$ cat src/rtl/enc_pkg.sv
// Shared types and constants for the 4-to-2 synchronizing encoder.
// The state enum and code constants live here so that the encoder and any
// consumer (such as the 2-to-4 decoder) agree on the code mapping.
package enc_pkg;

  typedef enum logic [1:0] {
    IDLE    = 2'd0,
    COUNT   = 2'd1,
    EMIT    = 2'd2,
    RELEASE = 2'd3
  } state_e;

  // Code per request line; a decoder driving line (1 << code) recovers it.
  localparam logic [1:0] CODE_P = 2'b00;
  localparam logic [1:0] CODE_Q = 2'b01;
  localparam logic [1:0] CODE_R = 2'b10;
  localparam logic [1:0] CODE_S = 2'b11;

  // True when exactly one bit of the {s,r,q,p} vector is set.
  function automatic logic is_onehot(input logic [3:0] v);
    return (v != 4'd0) && ((v & (v - 4'd1)) == 4'd0);
  endfunction

  // Highest set line wins (s > r > q > p); exact for one-hot input.
  function automatic logic [1:0] encode_prio(input logic [3:0] v);
    if (v[3])      return CODE_S;
    else if (v[2]) return CODE_R;
    else if (v[1]) return CODE_Q;
    else           return CODE_P;
  endfunction

endpackage

$ cat src/rtl/sync2.sv
// Single-bit two-flop synchronizer with asynchronous active-low reset.
// Brings one asynchronous request line into the clk domain.
module sync2 (
  input  logic clk,
  input  logic rst_n,
  input  logic d_i,
  output logic q_o
);

  logic meta_q;
  logic sync_q;

  // Two-stage shift; the first flop may go metastable, the second resolves it.
  always_ff @(posedge clk or negedge rst_n) begin
    if (!rst_n) begin
      meta_q <= 1'b0;
      sync_q <= 1'b0;
    end else begin
      meta_q <= d_i;
      sync_q <= meta_q;
    end
  end

  assign q_o = sync_q;

endmodule

$ cat src/rtl/encoder_4to2_sync.sv
// Debounced, handshaked 4-to-2 encoder for asynchronous one-hot requests.
// Each line is synchronized, the pattern must hold STABLE_CYCLES sampled
// cycles, then its code is presented with a valid/ready handshake. A line
// must fall back to idle before it can be emitted again.
// Optional build macro: ENC_PRIORITY_EN -- multi-hot accepts emit the code of
// the highest set line (with err); without it they only pulse err.
module encoder_4to2_sync #(
  parameter int unsigned STABLE_CYCLES = 4
) (
  input  logic clk,
  input  logic rst_n,
  input  logic p,
  input  logic q,
  input  logic r,
  input  logic s,
  output logic w,
  output logic z,
  output logic out_valid,
  input  logic out_ready,
  output logic err
);

  import enc_pkg::*;

  // Counter value on which a still-matching candidate is accepted.
  localparam logic [3:0] CNT_LAST = 4'(STABLE_CYCLES - 1);

  logic       p_sync, q_sync, r_sync, s_sync;
  logic [3:0] pat;

  state_e     state_q, state_d;
  logic [3:0] cand_q, cand_d;
  logic [3:0] cnt_q, cnt_d;
  logic [1:0] code_q, code_d;
  logic       out_valid_q, out_valid_d;
  logic       err_q, err_d;

  sync2 u_sync_p (.clk(clk), .rst_n(rst_n), .d_i(p), .q_o(p_sync));
  sync2 u_sync_q (.clk(clk), .rst_n(rst_n), .d_i(q), .q_o(q_sync));
  sync2 u_sync_r (.clk(clk), .rst_n(rst_n), .d_i(r), .q_o(r_sync));
  sync2 u_sync_s (.clk(clk), .rst_n(rst_n), .d_i(s), .q_o(s_sync));

  assign pat = {s_sync, r_sync, q_sync, p_sync};

  // State register and datapath registers; reset discards any pending code.
  // NOTE: sequential state uses non-blocking (<=) so every flop samples the
  // pre-edge value of the others regardless of statement order.
  always_ff @(posedge clk or negedge rst_n) begin
    if (!rst_n) begin
      state_q     <= IDLE;
      cand_q      <= 4'd0;
      cnt_q       <= 4'd0;
      code_q      <= 2'b00;
      out_valid_q <= 1'b0;
      err_q       <= 1'b0;
    end else begin
      state_q     <= state_d;
      cand_q      <= cand_d;
      cnt_q       <= cnt_d;
      code_q      <= code_d;
      out_valid_q <= out_valid_d;
      err_q       <= err_d;
    end
  end

  // Next-state and next-output logic for the debounce/emit/release cycle.
  // NOTE: every signal gets a hold/default value first so no path through
  // the case leaves one unassigned, which would infer a latch.
  always_comb begin
    state_d     = state_q;
    cand_d      = cand_q;
    cnt_d       = cnt_q;
    code_d      = code_q;
    out_valid_d = out_valid_q;
    err_d       = 1'b0;

    case (state_q)
      IDLE: begin
        if (pat != 4'd0) begin
          cand_d  = pat;
          cnt_d   = 4'd0;
          state_d = COUNT;
        end
      end

      COUNT: begin
        if (pat == 4'd0) begin
          state_d = IDLE;
        end else if (pat != cand_q) begin
          // Pattern moved: restart debounce on the new pattern.
          cand_d = pat;
          cnt_d  = 4'd0;
        end else if (cnt_q == CNT_LAST) begin
          if (is_onehot(cand_q)) begin
            code_d      = encode_prio(cand_q);
            out_valid_d = 1'b1;
            state_d     = EMIT;
          end else begin
            err_d = 1'b1;
`ifdef ENC_PRIORITY_EN
            code_d      = encode_prio(cand_q);
            out_valid_d = 1'b1;
            state_d     = EMIT;
`else
            state_d = RELEASE;
`endif
          end
        end else begin
          cnt_d = cnt_q + 4'd1;
        end
      end

      EMIT: begin
        // Inputs are ignored here; the code holds until it is consumed.
        if (out_valid_q && out_ready) begin
          out_valid_d = 1'b0;
          state_d     = RELEASE;
        end
      end

      RELEASE: begin
        if (pat == 4'd0) begin
          state_d = IDLE;
        end
      end

      default: state_d = IDLE;
    endcase
  end

  assign {w, z}    = code_q;
  assign out_valid = out_valid_q;
  assign err       = err_q;

endmodule
$ cat config.mk
export PLATFORM = sky130hd
export DESIGN_NAME = encoder_4to2_sync
export DESIGN_NICKNAME = d
export VERILOG_FILES = /design/src/rtl/enc_pkg.sv /design/src/rtl/sync2.sv /design/src/rtl/encoder_4to2_sync.sv
export SDC_FILE = /design/constraint.sdc
export NUM_CORES = 1
export LEC_CHECK = 0
export BUFFER_PORTS_ARGS = -buffer_cell sky130_fd_sc_hd__buf_2
export CORE_MARGIN = 2
export CORE_UTILIZATION = 40
export DETAILED_ROUTE_END_ITERATION = 10
export SYNTH_ARGS = -nofsm -noshare
export SYNTH_HDL_FRONTEND = slang
export SYNTH_SLANG_ARGS = --single-unit
$ cat constraint.sdc
create_clock -name clk -period 2 [get_ports clk]
set_clock_uncertainty 0.2 [all_clocks]
set_input_delay 0.2 -clock clk [delete_from_list [all_inputs] [get_ports clk]]
set_output_delay 0.2 -clock clk [all_outputs]
set_load 0.01 [all_outputs]
==> results.toml <==
[run_status]
status = "completed"

[global_routing]
grt_usage_pct = 12.5
grt_pass1_wl_mm = 2.42
overflow = 0
grt_pass1_vias = 549
grt_antenna_before_repair = 0
grt_max_degree = 23

[yosys]
yosys-top-cells-count = "22 x dfrtp_1, 5 x mux2_2, 5 x nor2_1"
yosys_most_used_dff = "dfrtp_1"
synth.largest_area_cell = "dfrtp_1"
yosys_warnings = 0
synth_fp_nets = 84
postSynthAreaPerCell_um2 = 13.0
ys_seq_area_share_pct = 55.8
yosys.cell_types.count = 33
ys_top_cells_by_area = "dfrtp_1 56%, mux2_2 5.7%, nor4_4 4.3%"
yosysMostFrequentCell = "dfrtp_1"
synth_area_um2 = 986
yosys_register_bits = 22
async_flop_share_pct = 100
synth-edff-count = 0
synthCells = 76
yosysTopAreaCellShare_pct = 55.8

[flow_run]
maxCapViolations = 0

[routing]
firstDrtPassIters = 4
antenna_left = 0
wl_per_cell_um = 12.2
drt_drc_violations_left = 0
vias_per_cell = 5.04
wl_mm = 1.47
drt_iter0_drc = 3
vias = 610

[final_layout]
nets = 102
syn_to_final_growth_pct = 17.9
final_layout_size_suffix_gt1_share_pct = 28.0
antennaDiodeCount = 0
final_cells = 121

[sta]
fmax_mhz = 543
finalSetupViolations = 0
maxSlewViolCount = 0
post-route-min-period_ps = 1840
worst_pin_slew_ps = 474
whs_ps = 20.3
rsz0062_at_grt = "no"
slew_headroom_pct = 68.4
hold_viol_final = 0
timing.final.crit_share_pct = 92.0
tns_ps = 0

[power_and_ir_drop]
seqPwrFrac_pct = 53.9
p_int_uw = 698
p_switching_uw = 188
switching_share_pct = 21.2
pwr_density_cell_mw_per_mm2 = 762
peakVddDrop_uv = 462
power_frac_clock_pct = 37.9
leakage_uw = 0.000524
p_comb_share_pct = 8.2

[placed_design]
place_congestion = 0.781
placedCellCount = 112
io_buffers = 10

[floorplan]
io_pins = 11
chipHeight_um = 53.6
die_area_mm2 = 0.00288
fp.coreArea_mm2 = 0.00228
die_w_um = 53.6
initial_utilization_pct = 43.3
rows = 17

[critical_path]
worstSetupPathType = "reg -> reg"
r2r_end = "code_q[0]$_DFFE_PN0P_"
critPathMaxStageDelay_ps = 390
crit_path_end_kind = "flop"
critPathLaunch = "cnt_q[0]$_DFFE_PN0P_"
path_max_fanout = 4
r2r_cells = 5
worstPathRequired_ps = 2040
r2r_setup_slack_ps = 160
crit_path_start_kind = "flop"
cp_slowest_cell = "dfrtp_1"
regToRegStartpoint = "cnt_q[0]$_DFFE_PN0P_"
worstSetupEndpoint = "code_q[0]$_DFFE_PN0P_"
worstPathCellList = "ha_1, nor3b_2, or2b_1, nor4_4, mux2i_1"
cp.arrival_ps = 1880

[clock_network]
clock_path_buffers = 2
htreeDepth = 1
root_buffer = "clkbuf_4"
clkLatencyLatePin_ps = 310
cts_buffers = 3
clkSinkCount = 22
tritoncts = "built"
clkTransAtPathRegs_ps = 110

[min_path]
worstHoldPathType = "in -> reg"
[per-stage QoR]
step	setup WS [ps]	utilization (%)	power (µW)	area, µm²
floorplan	226	-	533	986
global placement	113	46.3	551	1050
detailed placement	73.5	46.3	553	1050
CTS	55.1	50.9	900	1160
global route	2.01	51.1	929	1160
finish	160	51.1	886	1160
[worst max-delay path: cells and delay by family (launching register included)]
family | cells | cell delay, ps
fa+ha+maj | 1 | 190
simple gates | 3 | 770
flops | 1 | 390
mux | 1 | 220
[placed cells by master, fill, tap and decap left out, drive strengths merged, types with 2 or more instances in the layout]
cell	synthesis	layout
buf	2	10
nor2b	3	3
a22o	2	2
dlygate4sd3	0	5
inv	3	3
xnor2	4	4
a21oi	2	2
mux2i	2	2
clkbuf	0	3
mux2	5	5
nor2	6	6
nand2	3	3
nand3	2	2
nor4	2	2
o31ai	3	3
dfrtp	22	22
[area by class of cell]
cell class                 instances  area, µm²
clock buffer                       3       22.5
clock inverter                     1       30.0
fill                             208       1110
inverter                           3       11.3
multi-input combinational         49        413
sequential                        22        551
tap                               28       35.0
timing repair buffer              15        100
[what timing repair did]
item / CTS / global route
setup buffers: 0 / 0
resized for setup: 0 / 1
hold buffers: 5 / 0
hold endpoints to repair: 26 / 0
setup endpoints to repair: 0 / 3
[sequential cells by signal, summed over array words and instances (netlist names), named ones only]
signal,cells
u_sync_p.q_o,1
out_valid,1
u_sync_q.q_o,1
err,1
cnt_q,4
u_sync_r.meta_q,1
u_sync_r.q_o,1
u_sync_p.meta_q,1
code_q,2
u_sync_q.meta_q,1
state_q,1
u_sync_s.meta_q,1
u_sync_s.q_o,1
cand_q,4
[logic make-up after synthesis]
family	Yosys count	share of synthesized area, %
muxes	7	7.74
xor gates and xnor gates	5	5.20
buffers and inverters	5	2.79
AOI/OAI and AO/OA	11	9.01
DFF	22	55.8
and+or+nand+nor	25	18.1
adders and majority gates	1	1.27
[power by group through the flow]
stage,registers (µW),logic (µW),clock network [µW]
floorplan,480,53.2,0
global placement,486,65.1,0
detailed placement,487,66.1,0
CTS,478,73.5,349
global route,481,81.4,367
finish,478,72.7,335
[layer usage]
| layer | share of wire, % | GRT usage, % |
|---|---|---|
| met5 | 0 | 0 |
| met3 | 3.1 | 4.17 |
| met4 | 2.7 | 8.97 |
| met1 | 50 | 15.1 |
| met2 | 44 | 18.7 |
[worst min path at each step]
stage	cells past startpoint	slack (ps)	to	startpoint
after floorplan	0	-300	asynchronous set/reset pin	rst_n
after global placement	1	-20	cand_q[2]$_DFFE_PN0P_	rst_n
after detailed placement	1	-9	cand_q[2]$_DFFE_PN0P_	rst_n
after CTS	3	4	out_valid$_DFFE_PN0P_	out_ready
after global routing	3	10	out_valid$_DFFE_PN0P_	out_ready
final	3	20	out_valid$_DFFE_PN0P_	out_ready
Power figures use the tool's default switching activity.
